$ cat config.mk
export PLATFORM = sky130hd
export DESIGN_NAME = rst_sequencer
export DESIGN_NICKNAME = d
export VERILOG_FILES = /design/src/rtl/rst_sequencer.sv
export SDC_FILE = /design/constraint.sdc
export NUM_CORES = 1
export LEC_CHECK = 0
export BUFFER_PORTS_ARGS = -buffer_cell sky130_fd_sc_hd__buf_2
export CAP_MARGIN = 20
export CORE_MARGIN = 1.5
export CORE_UTILIZATION = 54
export DETAILED_ROUTE_END_ITERATION = 8
export HOLD_SLACK_MARGIN = 0.1
export PLACE_DENSITY_LB_ADDON = 0.05
export REMOVE_ABC_BUFFERS = 1
export SLEW_MARGIN = 0
export SYNTH_ARGS = -nofsm -noshare
export SYNTH_HDL_FRONTEND = slang
export SYNTH_SLANG_ARGS = --single-unit
$ cat constraint.sdc
create_clock -name clk -period 3 [get_ports clk]
set_clock_uncertainty 0.05 [all_clocks]
set_input_delay 0 -clock clk [delete_from_list [all_inputs] [get_ports clk]]
set_output_delay 0 -clock clk [all_outputs]
set_load 0.02 [all_outputs]
$ cat src/rtl/rst_sequencer.sv
// Reset sequencer: stretched global assert, staggered per-domain release,
// per-domain software pulses, saturating reset counter, CAUSE/INFO regs.
// Ports: clk, rst_i (async high); rst_ob[N_DOMAIN] active-low domain resets;
// soc_fault/_cause/_addr fault report; bus addr/w_rb/acc/wdata/req in,
// rdata/resp/fault out.

`ifndef XLEN
`define XLEN 32
`endif
`ifndef RST_SIZE
`define RST_SIZE 16
`endif
`ifndef BUS_WIDTH
`define BUS_WIDTH 32
`endif
`ifndef BUS_ACC_WIDTH
`define BUS_ACC_WIDTH 2
`endif
`ifndef BUS_ACC_1B
`define BUS_ACC_1B 2'd0
`endif
`ifndef BUS_ACC_2B
`define BUS_ACC_2B 2'd1
`endif
`ifndef BUS_ACC_4B
`define BUS_ACC_4B 2'd2
`endif
`ifndef RST_CAUSE_HW
`define RST_CAUSE_HW 8'h01
`endif
`ifndef RST_CAUSE_SW
`define RST_CAUSE_SW 8'h02
`endif

module rst_sequencer #(
    parameter int N_DOMAIN    = 4,
    parameter int STRETCH_CYC = 16,
    parameter int STAGGER_CYC = 4
) (
    input  logic                          clk,
    input  logic                          rst_i,
    output logic [N_DOMAIN-1:0]           rst_ob,
    input  logic                          soc_fault,
    input  logic [7:0]                    soc_fault_cause,
    input  logic [`XLEN-1:0]              soc_fault_addr,
    input  logic [$clog2(`RST_SIZE)-1:0]  addr,
    input  logic                          w_rb,
    input  logic [`BUS_ACC_WIDTH-1:0]     acc,
    output logic [`BUS_WIDTH-1:0]         rdata,
    input  logic [`BUS_WIDTH-1:0]         wdata,
    input  logic                          req,
    output logic                          resp,
    output logic                          fault
);

    localparam int AW = $clog2(`RST_SIZE);
    localparam int CW = (STRETCH_CYC > 1) ? $clog2(STRETCH_CYC) : 1;
    localparam int SW = (STAGGER_CYC > 1) ? $clog2(STAGGER_CYC) : 1;
    localparam int IW = (N_DOMAIN > 1) ? $clog2(N_DOMAIN) : 1;
    localparam int PW = $clog2(STRETCH_CYC + 1);

    typedef enum logic [1:0] {ASSERT, RELEASE, RUN} state_t;

    state_t                state, state_d;
    logic [CW-1:0]         cnt, cnt_d;
    logic [SW-1:0]         scnt, scnt_d;
    logic [IW-1:0]         idx, idx_d;
    logic [N_DOMAIN-1:0]   rel, rel_d;
    logic [PW-1:0]         pcnt [N_DOMAIN];
    logic [PW-1:0]         pcnt_d [N_DOMAIN];
    logic [N_DOMAIN-1:0]   pact_d;
    logic                  arm, arm_d;
    logic [7:0]            cause, cause_d;
    logic [7:0]            count, count_d;
    logic [`XLEN-1:0]      info, info_d;

    logic a_rst, a_cause, a_info, a_drst, a_stat;
    logic invld, valid;
    logic sw_trig, hw_trig, trig, info_wr, drst_wr;
    logic [`BUS_WIDTH-1:0] rd_val;

    // Address / size / direction decode
    always_comb begin
        a_rst   = (addr == AW'(0));
        a_cause = (addr == AW'(2));
        a_info  = (addr == AW'(4));
        a_drst  = (addr == AW'(8));
        a_stat  = (addr == AW'(12));
        invld   = 1'b1;
        if (a_rst)
            invld = !(acc == `BUS_ACC_2B && w_rb);
        else if (a_cause)
            invld = !(acc == `BUS_ACC_2B && !w_rb);
        else if (a_info)
            invld = (acc != `BUS_ACC_4B);
        else if (a_drst)
            invld = !(acc == `BUS_ACC_4B && w_rb);
        else if (a_stat)
            invld = !(acc == `BUS_ACC_4B && !w_rb);
    end

    assign fault = req & invld;
    assign valid = req & ~invld;

    // Priority: SW reset > soc_fault > INFO write > DRST write
    assign sw_trig = valid & w_rb & a_rst & wdata[0];
    assign hw_trig = soc_fault & ~sw_trig;
    assign trig    = sw_trig | hw_trig;
    assign info_wr = valid & w_rb & a_info & ~soc_fault;
    assign drst_wr = valid & w_rb & a_drst & ~trig & (state == RUN);

    always_comb begin
        rd_val = '0;
        if (a_cause) begin
            rd_val[7:0] = cause;
        end else if (a_info) begin
            rd_val = `BUS_WIDTH'(info);
        end else if (a_stat) begin
            rd_val[N_DOMAIN-1:0] = ~rst_ob;
            rd_val[23:16]        = count;
        end
    end

    always_comb begin
        state_d = state;
        cnt_d   = cnt;
        scnt_d  = scnt;
        idx_d   = idx;
        rel_d   = rel;
        arm_d   = 1'b0;
        cause_d = cause;
        count_d = count;
        info_d  = info;
        for (int i = 0; i < N_DOMAIN; i++)
            pcnt_d[i] = (pcnt[i] != '0) ? pcnt[i] - PW'(1) : '0;

        unique case (state)
            ASSERT: begin
                // First edge out of rst_i acts as the trigger edge itself
                if (!arm) begin
                    if (cnt == '0) begin
                        state_d = RELEASE;
                        idx_d   = '0;
                        scnt_d  = '0;
                    end else begin
                        cnt_d = cnt - CW'(1);
                    end
                end
            end
            RELEASE: begin
                if (scnt == '0) begin
                    rel_d[idx] = 1'b1;
                    scnt_d     = SW'(STAGGER_CYC - 1);
                    if (idx == IW'(N_DOMAIN - 1))
                        state_d = RUN;
                    else
                        idx_d = idx + IW'(1);
                end else begin
                    scnt_d = scnt - SW'(1);
                end
            end
            RUN: ;
            default: state_d = ASSERT;
        endcase

        if (drst_wr)
            for (int i = 0; i < N_DOMAIN; i++)
                if (wdata[i])
                    pcnt_d[i] = PW'(STRETCH_CYC);

        if (info_wr)
            info_d = `XLEN'(wdata);

        if (trig) begin
            state_d = ASSERT;
            cnt_d   = CW'(STRETCH_CYC - 1);
            rel_d   = '0;
            for (int i = 0; i < N_DOMAIN; i++)
                pcnt_d[i] = '0;
            if (count != 8'hFF)
                count_d = count + 8'd1;
            if (sw_trig) begin
                cause_d = `RST_CAUSE_SW;
            end else begin
                cause_d = soc_fault_cause;
                info_d  = soc_fault_addr;
            end
        end

        for (int i = 0; i < N_DOMAIN; i++)
            pact_d[i] = (pcnt_d[i] != '0);
    end

    always_ff @(posedge clk or posedge rst_i) begin
        if (rst_i) begin
            state  <= ASSERT;
            cnt    <= CW'(STRETCH_CYC - 1);
            scnt   <= '0;
            idx    <= '0;
            rel    <= '0;
            arm    <= 1'b1;
            cause  <= `RST_CAUSE_HW;
            count  <= '0;
            resp   <= 1'b0;
            rdata  <= '0;
            rst_ob <= '0;
            for (int i = 0; i < N_DOMAIN; i++)
                pcnt[i] <= '0;
        end else begin
            state  <= state_d;
            cnt    <= cnt_d;
            scnt   <= scnt_d;
            idx    <= idx_d;
            rel    <= rel_d;
            arm    <= arm_d;
            cause  <= cause_d;
            count  <= count_d;
            resp   <= valid;
            rst_ob <= rel_d & ~pact_d;
            if (valid && !w_rb)
                rdata <= rd_val;
            for (int i = 0; i < N_DOMAIN; i++)
                pcnt[i] <= pcnt_d[i];
        end
    end

    // INFO survives rst_i
    always_ff @(posedge clk)
        info <= info_d;

endmodule

==> results of run 1 <==
==> cell usage in the layout (no fill, tap or decap), types with 5 or more instances in the layout <==
cell type	synthesis	routed
a21oi_1	44	44
a22oi_1	12	12
and3_1	7	7
buf_2	9	120
buf_4	1	14
clkbuf_16	0	16
dfrtp_1	82	82
dfstp_2	6	6
dfxtp_1	32	32
dlygate4sd3_1	0	101
ha_1	11	11
inv_1	22	21
mux2i_1	8	8
nand2_1	60	60
nand2b_1	10	10
nand3_1	14	14
nor2_1	62	61
nor2b_1	7	7
nor3_1	15	15
o21ai_0	49	49
o22ai_1	33	33
xnor2_1	6	6
xor2_1	5	5
==> kinds of logic after synthesis <==
family | after synthesis
AOI/OAI and AO/OA | 156
xor gates and xnor gates | 11
adders and majority gates | 11
buffers and inverters | 54
DFF | 120
muxes | 12
other | 1
and+or+nand+nor | 198
==> power by group through the flow <==
stage | Sequential (W) | Combinational [W] | Clock, W
finish | 0.00200 | 0.00103 | 0.00213
global route | 0.00203 | 0.00115 | 0.00223
CTS | 0.00199 | 0.00101 | 0.00216
detailed placement | 0.00202 | 0.000876 | 0
global placement | 0.00201 | 0.000832 | 0
floorplan | 0.00200 | 0.000618 | 0
==> per-stage QoR <==
| step | utilization (%) | hold slack, ps | instance area [sq um] | total power (W) |
|---|---|---|---|---|
| final | 80.44 | 147.1 | 7790 | 0.005155 |
| after global routing | 80.44 | 156.0 | 7790 | 0.005399 |
| after CTS | 80.18 | 104.0 | 7765 | 0.005162 |
| after detailed placement | 63.28 | 46.01 | 6128 | 0.002891 |
| after global placement | 63.00 | 43.45 | 6101 | 0.002841 |
| after floorplan | - | 74.57 | 5225 | 0.002618 |
==> synthesized netlist by cell type, drive strengths merged (5+ instances only) <==
cell type	n	share of area [%]
a21oi	44	4.1
a22oi	12	1.7
and3	7	0.82
buf	12	1.1
clkbuf	20	1.4
dfrtp	82	38
dfstp	6	2.9
dfxtp	32	12
ha	11	2.6
inv	22	1.5
mux2i	8	1.5
nand2	61	4.4
nand2b	10	1.2
nand3	14	1.3
nor2	62	4.3
nor2b	7	0.82
nor3	15	1.4
nor4	5	0.58
o21ai	49	4.6
o22ai	33	3.9
xnor2	6	0.98
xor2	5	0.82
==> routing by layer <==
metal | vias up | global-route usage (%)
li1 | 2439 | -
met1 | 2409 | 35.54
met2 | 193 | 48.80
met3 | 33 | 6.102
met4 | 0 | 12.75
met5 | - | 0
==> critical path, delay by kind of cell <==
kind,cells,cell delay (ps)
compound gates,4,870
simple gates,1,550
buf+inv,4,1640
==> sequential cells by signal, indices dropped and copies added, names as in the netlist, 4 cells and up <==
register / cells
pcnt: 20
rdata: 32
info: 32
rst_ob: 4
cause: 8
cnt: 4
count: 8
rel: 4
==> layout make-up <==
cell class / count / share of cell area, %
tap: 133 / 2.136
sequential: 120 / 36.59
antenna: 1 / 0.03212
inverter: 22 / 1.076
multi-input combinational: 389 / 29.75
clock buffer: 19 / 5.541
timing repair buffer: 236 / 22.39
clock inverter: 13 / 2.490
==> final timing paths <==
kind	start	endpoint	slack, ps	depth (start not counted)
min	addr[2]	rdata[7]	150	5
max reg2reg	state[0]	pcnt[17]	630	6
min reg2reg	info[26]	rdata[26]	400	2
max in group asynchronous	rst_i	cnt[2]	1440	5
min in group asynchronous	rst_i	pcnt[6]	610	4
max	addr[0]	info[6]	160	9
==> timing repair <==
item,CTS,global route
setup endpoints to repair,0,1
hold buffers,101,0
buffers inserted,0,3
endpoints found under the hold margin,156,0
==> flow_summary.yaml, run 1 <==
die:
  die_w_um: 102.6
  placementRows: 36
  core-area_sq_um: 9684
  boundaryPins: 121
  fp.dieH_um: 102.6
  start_util_pct: 55.35
  die-area_sq_um: 10530
worst_setup_path:
  cp.required_ps: 3300
  cp_common_cell: "dlygate4sd3_1"
  crit_arrival_ps: 3140
  slowest_stage: "dlygate4sd3_1"
  worstPathMaxFanout: 64
  startpoint_type: "input port"
  path_cells: "dlygate4sd3_1 -> buf_2 -> or4b_4 -> a211oi_4 -> o2111ai_4 -> buf_4 -> o22ai_1 -> dlygate4sd3_1 -> a21oi_1"
  crit_path_end_kind: "register"
  critPathMaxStageDelay_ps: 600
  path_class: "input port to register"
final_layout:
  stdcell_count: 933
  multiInputGateArea_sq_um: 2317
  drive_gt1_share_pct: 24.16
  seq_area_sq_um: 2850
  nNetsFinal: 880
  area_growth_pct: 45.33
  fillers: 597
clock_tree:
  root_buffer: "clkbuf_8"
  path_clk_slew_ps: 60
  clk_latency_ps: 510
  tritoncts: "done"
  cts_buffers: 17
  cts_max_path_buffers: 2
  cts.sinks: 120
  htreeDepth: 4
  cts_resized: 0
routing:
  wl_met2_mm: 7.215
  vias_per_cell: 5.438
  initialDrtViolationCount: 209
  wl_met3_um: 823
  wl_per_cell_um: 15.55
  dr.max_layer_used: "met4"
  met1_length_mm: 6.073
  first_pass_iters: 5
  route.detailed.drc: 0
  routed_wl_mm: 14.51
  ant_nets: 0
  route.vias.total: 5074
timing:
  rsz0062_at_grt: "no"
  max_slew_margin_pct: 49.20
  fmax_ghz: 0.3526
  min_period_ps: 2836
  setup_viol_count_final: 0
  worst_pin_slew_ps: 759.9
  tns_ps: 0
  hold_viol: 0
  fin_crit_sh_pct: 94.53
  slew_viol_final: 0
  fin_ws_ps: 164.2
placed_design:
  dpl.hpwl_mm: 8.620
  routabilityCongestion: 0.8619
  placed_cells: 796
  port_buffers: 120
  dp_slack_ps: 750.9
power_and_ir_drop:
  seqPwrFrac_pct: 38.8
  ir_drop_uv: 503.9
  power_frac_clock_pct: 41.4
  swShare_pct: 28.13
  intPower_w: 0.003705
  power_frac_comb_pct: 19.9
  leakagePower_nw: 3.666
  p_switching_w: 0.001450
  powerDensity_nw_per_um2: 661.8
yosys:
  synth_compound_area_share_pct: 18.02
  mappedNetlistArea_sq_um: 5360
  ys_seq_elements: 120
  yosys_warnings: 0
  yosys.area_share.simple_pct: 17.97
  yosys.area_share.xor_xnor_pct: 1.797
  synth_edf_count: 0
  synthArstFlopShare_pct: 73.33
  synth.distinct_cells: 52
  synth_cells: 563
  synth-main-ff-cell: "dfrtp_1"
  synth_mux_area_share_pct: 2.334
  synth_top_family_by_area: "compound AO/OA/AOI/OAI gates"
  synth-adder-area-share_pct: 2.568
  yosysSeqAreaShare_pct: 53.17
  syn_avg_cell_area_sq_um: 9.521
run:
  cap_violations: 0
global_route:
  grt_max_degree: 65
  antenna_found_initial: 1
  grt_usage_pct: 28.78
  grt_pass1_wl_mm: 23.08
  overflow: 0
  grt_pass1_vias: 4879
hold_path:
  holdCritPathClass: "input port to register"
status:
  status: "complete, no violations"
Power figures use the tool's default switching activity.
==> inputs of run 2 (changes only) <==
--- a/config.mk
+++ b/config.mk
@@ -11,8 +11,9 @@
 export CORE_UTILIZATION = 54
 export DETAILED_ROUTE_END_ITERATION = 8
 export HOLD_SLACK_MARGIN = 0.1
-export PLACE_DENSITY_LB_ADDON = 0.05
+export PLACE_DENSITY = 0.8
 export REMOVE_ABC_BUFFERS = 1
+export SKIP_CTS_REPAIR_TIMING = 1
 export SLEW_MARGIN = 0
 export SYNTH_ARGS = -nofsm -noshare
 export SYNTH_HDL_FRONTEND = slang
==> run 2 against run 1 <==
Compared with the run above: register-to-register slack improved by 130 ps; via count rose by 6.6%; non-clock buffer count fell by 8; global-route usage fell by 1.8 points; sequential power barely moved; flip-flop and latch count did not move; die area did not move; cell count fell by 0.96%; combinational power barely moved.
==> flow_summary.yaml, run 2 (synthesis results as in run 1) <==
final_layout:
  fillers: 518
  area_growth_pct: 43.37
  final_common_cell: "buf_2"
  drive_gt1_share_pct: 23.64
  fin_area_sq_um: 7685
  nNetsFinal: 872
  largestRegisters: "info (32), rdata (32), pcnt (20)"
  num_antenna_cells: 0
  layout_common_cells: "buf_2, dlygate4sd3_1, dfrtp_1, nor2_1, nand2_1"
placed_design:
  dpl.hpwl_mm: 8.976
  routabilityCongestion: 0.8662
  dpl-instance-area_sq_um: 6132
  port_buffers: 120
  dp_slack_ps: 798.3
worst_setup_path:
  crit_arrival_ps: 3110
  worstPathMaxFanout: 64
  startpoint_type: "input port"
  path_class: "input port to register"
  crit_path_end_kind: "register"
  cp.required_ps: 3310
timing:
  rsz0062_at_grt: "no"
  hold_viol: 0
  worst_pin_slew_ps: 963.4
  fin_ws_ps: 203.6
  fin_hold_ws_ps: 80.47
  min_period_ps: 2796
  max_slew_margin_pct: 35.18
  slew_viol_final: 0
  fin_crit_sh_pct: 93.21
  setup_viol_count_final: 0
  fmax_ghz: 0.3576
global_route:
  grt_pass1_wl_mm: 21.64
  grt_pass1_vias: 4448
  grt_max_degree: 65
  overflow: 0
  grt_usage_pct: 27.01
  antenna_found_initial: 0
power_and_ir_drop:
  intPower_w: 0.003624
  ir_drop_uv: 453.1
  powerDensity_nw_per_um2: 663.9
  power_frac_clock_pct: 39.8
  p_switching_w: 0.001477
  swShare_pct: 28.96
  power_frac_comb_pct: 20.7
  leakagePower_nw: 3.606
  seqPwrFrac_pct: 39.5
clock_tree:
  cts_max_path_buffers: 2
  cts_buffers: 17
  tritoncts: "done"
  htreeDepth: 4
  path_clk_slew_ps: 50
  root_buffer: "clkbuf_8"
  cts.sinks: 120
  clk_latency_ps: 530
die:
  placementRows: 36
  fp.dieH_um: 102.6
  start_util_pct: 55.35
  boundaryPins: 121
  die-area_sq_um: 10530
  core-area_sq_um: 9684
  die_w_um: 102.6
routing:
  routed_wl_mm: 17.71
  ant_nets: 0
  wl_per_cell_um: 19.17
  route.vias.total: 5407
  first_pass_iters: 5
  route.detailed.drc: 0
  initialDrtViolationCount: 371
  vias_per_cell: 5.852
status:
  status: "complete, no violations"
hold_path:
  holdCritPathClass: "input port to register"
run:
  cap_violations: 0
-- run 2: changes by cell type in the layout (fill, tap and decap cells not counted), sizes merged --
cell	delta
buf	-4
bufinv	-1
clkbuf	+4
clkinv	-1
clkinvlp	+1
diode	-1
dlygate4sd3	-4
inv	-3
-- run 2: through the flow --
stage	setup TNS (ps)	total power (W)	util (%)	std cells
after global routing	0	0.005312	79.35	924
after floorplan	-1470	0.002618	-	531
after CTS	0	0.004908	69.33	827
after detailed placement	0	0.002904	63.32	795
final	0	0.005102	79.35	924
after global placement	0	0.002830	63.32	795
-- run 2: worst paths after layout --
path | endpoint | depth (start not counted) | startpoint | slack (ps)
setup / recovery | info[4] | 9 | acc[1] | 200
hold / removal | count[6] | 4 | addr[0] | 80
setup reg to reg | pcnt[19] | 5 | state[0] | 760
hold reg to reg | rdata[11] | 2 | info[11] | 410
max in group asynchronous | cnt[1] | 4 | rst_i | 1990
min in group asynchronous | pcnt[5] | 3 | rst_i | 130
-- run 2: critical path: stages --
cell           delay [ps]
dlygate4sd3_1         520
buf_2                 120
or4b_4                490
a211oi_4              390
o2111ai_4             160
buf_4                 350
o22ai_1               310
dlygate4sd3_1         660
a21oi_1                70
-- run 2: layer usage --
metal / wire length [um] / global-route usage [%] / up-vias
li1: - / - / 2407
met1: 6851 / 34.56 / 2602
met2: 8694 / 44.98 / 318
met3: 1290 / 6.373 / 80
met4: 874 / 9.905 / 0
met5: 0 / 0 / -
-- run 2: power by group through the flow --
stage,sequential [W],combinational (W),clock [W]
after floorplan,0.00200,0.000618,0
final,0.00201,0.00106,0.00203
after global placement,0.00201,0.000823,0
after detailed placement,0.00202,0.000881,0
after global routing,0.00204,0.00117,0.00210
after CTS,0.00200,0.000900,0.00201
-- run 2: layout make-up --
| type | count | area (sq um) | share of cell area (%) |
|---|---|---|---|
| multi-input cells | 389 | 2323 | 30.23 |
| flip-flops and latches | 120 | 2850 | 37.09 |
| inverters | 22 | 83.83 | 1.091 |
| repair buffers | 228 | 1679 | 21.85 |
| clock buffers | 23 | 456.7 | 5.943 |
| clock inverters | 9 | 125.1 | 1.628 |
| well taps | 133 | 166.4 | 2.165 |
==> inputs of run 3 (changes only) <==
--- a/config.mk
+++ b/config.mk
@@ -5,6 +5,7 @@
 export SDC_FILE = /design/constraint.sdc
 export NUM_CORES = 1
 export LEC_CHECK = 0
+export ABC_AREA = 1
 export BUFFER_PORTS_ARGS = -buffer_cell sky130_fd_sc_hd__buf_2
 export CAP_MARGIN = 20
 export CORE_MARGIN = 1.5
==> run 3 against run 2 <==
Compared with the run above: clock power grew 9%; synthesized cell count grew 17%; flip-flop and latch count is the same; global-route usage shrank 0.15 points; synthesized area grew 0.98%; setup slack gained 75 ps; maximum frequency grew 2.7%; critical path type unchanged; utilization shrank 0.70 points; sequential share of layout area grew 0.16 points; critical path depth grew 4; non-clock buffer count shrank 12.
==> flow_summary.yaml, run 3 <==
power_and_ir_drop:
  leakagePower_nw: 4.027
  power_frac_comb_pct: 23.3
  p_switching_w: 0.001679
  power_frac_clock_pct: 40.5
  intPower_w: 0.003785
  swShare_pct: 30.72
  powerDensity_nw_per_um2: 713.9
  ir_drop_uv: 505.8
  finalPower_w: 0.005463
  seqPwrFrac_pct: 36.2
timing:
  setup_viol_count_final: 0
  fin_crit_sh_pct: 90.72
  fmax_ghz: 0.3674
  max_slew_margin_pct: 50.59
  rsz0062_at_grt: "no"
  slew_viol_final: 0
  hold_viol: 0
  min_period_ps: 2722
  tns_ps: 0
  worst_pin_slew_ps: 738.6
final_layout:
  layout_common_cells: "nand2_1, buf_2, nor2_1, dlygate4sd3_1, dfrtp_1"
  multiInputGateArea_sq_um: 2157
  area_growth_pct: 41.38
  seq_area_sq_um: 2850
  largestRegisters: "info (32), rdata (32), pcnt (20)"
  fillers: 562
  num_antenna_cells: 0
  final_common_cell: "nand2_1"
  drive_gt1_share_pct: 19.84
  nNetsFinal: 963
yosys:
  synth.distinct_cells: 36
  yosysSeqAreaShare_pct: 52.66
  yosys_warnings: 0
  yosys.area.top_type: "dfrtp_1"
  yosysTopAreaCellShare_pct: 37.91
  synth_cells: 657
  synth_edf_count: 0
  synth_common_cells: "nand2_1, nor2_1, dfrtp_1, inv_1, nand3_1"
  synth.most_common_cell: "nand2_1"
  synth_area_leaders: "dfrtp_1, dfxtp_1, nand2_1, nor2_1, inv_1"
  synthArstFlopShare_pct: 73.33
  ys_seq_elements: 120
  syn_avg_cell_area_sq_um: 8.238
  synth-main-ff-cell: "dfrtp_1"
  mappedNetlistArea_sq_um: 5413
clock_tree:
  root_buffer: "clkbuf_8"
  cts_buffers: 17
  cts.sinks: 120
  clk_latency_ps: 520
  htreeDepth: 4
  tritoncts: "done"
  path_clk_slew_ps: 60
  cts_max_path_buffers: 2
routing:
  vias_per_cell: 5.602
  route.vias.total: 5686
  route.detailed.drc: 0
  routed_wl_mm: 17.31
  ant_nets: 0
  wl_per_cell_um: 17.05
  first_pass_iters: 6
  initialDrtViolationCount: 459
global_route:
  overflow: 0
  met2_usage_pct: 49.65
  grt_pass1_vias: 4737
  antenna_found_initial: 0
  met1_usage_pct: 30.49
  grt_usage_pct: 26.86
  grt_max_degree: 51
  grt-busiest-layer: "met2"
  grt_pass1_wl_mm: 21.51
  met3_usage_pct: 5.153
worst_setup_path:
  cp_common_cell: "nand2_1"
  cp.buffers_inverters: 6
  path_cells: "dlygate4sd3_1 -> buf_2 -> inv_1 -> nand2_1 -> nor2_1 -> nand4_1 -> inv_1 -> nand2_1 -> nand2_1 -> buf_4 -> o22ai_1 -> dlygate4sd3_1 -> nor2_1"
  cp.required_ps: 3400
  worstPathMaxFanout: 18
  path_class: "input port to register"
  crit_arrival_ps: 3120
  crit_family: "buffers and inverters"
  crit_path_end_kind: "register"
  startpoint_type: "input port"
  critPathMaxStageDelay_ps: 630
  slowest_stage: "dlygate4sd3_1"
die:
  placementRows: 36
  die_w_um: 103.1
  start_util_pct: 55.63
  fp.dieH_um: 103.1
  die-area_sq_um: 10630
  core-area_sq_um: 9729
  boundaryPins: 121
placed_design:
  port_buffers: 120
  routabilityCongestion: 0.9028
  dpl.hpwl_mm: 9.334
status:
  status: "complete, no violations"
run:
  cap_violations: 0
hold_path:
  holdCritPathClass: "input port to asynchronous set/reset pin"
run 3: cell types whose count changed after synthesis, sizes merged, moves of 12 or more:
cell	previous run	this run
nand2	61	143
nor2	62	115
inv	22	71
a21oi	44	6
nand3	14	50
o21ai	49	31
clkbuf	20	5
a22oi	12	0
run 3: path summary, 6_finish.rpt:
path | to | from | cells after the start | slack, ps
max in group asynchronous | cause[0] | rst_i | 4 | 2100
min in group clk | rdata[4] | addr[2] | 6 | 60
setup reg to reg | pcnt[19] | state[1] | 8 | 360
setup / recovery | info[21] | addr[0] | 13 | 280
hold reg to reg | pcnt[15] | pcnt[15] | 1 | 400
hold / removal | state[1] | rst_i | 3 | 60
run 3: worst register-to-register path, stage by stage, from the launching register on:
cell and delay [ps]:
dfrtp_1 350, inv_1 80, nor2_1 270, nand3_1 140, nor2_2 290, nand3_1 170
dlygate4sd3_1 600, nand2_1 60, dlygate4sd3_1 550
run 3: stage by stage:
step / util, % / std cells / cell area, sq um / hold slack [ps] / setup slack (ps)
after global routing: 78.65 / 1015 / 7652 / 121.3 / 60.25
after global placement: 62.73 / 893 / 6103 / 69.31 / 953.2
final: 78.65 / 1015 / 7652 / 57.15 / 278.4
after floorplan: - / 634 / 5270 / 70.95 / 681.4
after detailed placement: 62.73 / 893 / 6103 / 73.32 / 781.8
after CTS: 69.39 / 925 / 6751 / -468.1 / 1115
run 3: power groups by stage:
stage	clock network, W	logic [W]	registers [W]
3_3_place_gp	0	0.00105	0.00199
3_5_place_dp	0	0.00112	0.00200
4_1_cts	0.00221	0.00114	0.00197
5_1_grt	0.00229	0.00142	0.00200
2_1_floorplan	0	0.000795	0.00201
6_report	0.00221	0.00127	0.00198
run 3: cell families (layout without fill, tap and decap cells):
group           after synthesis  in the layout  share of synthesized area [%]
simple gates                331            331                          25.34
buf+inv                      95            320                          7.628
flops                       120            120                          52.66
compound gates               83             83                          9.177
fa+ha+maj                    11             11                          2.543
xor+xnor                     16             16                          2.589
other cells                   1              1                        0.06928
run 3: area by class of cell:
cell class                      instances  area share (%)
Sequential cell                       120           37.25
Clock buffer                           18           5.739
Multi-Input combinational cell        442           28.19
Inverter                               72           3.548
Clock inverter                         14           2.731
Tap cell                              133           2.175
Timing Repair Buffer                  216           20.37
run 3: routing by layer:
metal	wire, um	up-vias
li1	-	2549
met3	1245	81
met4	694	0
met2	9101	340
met5	0	-
met1	6264	2716
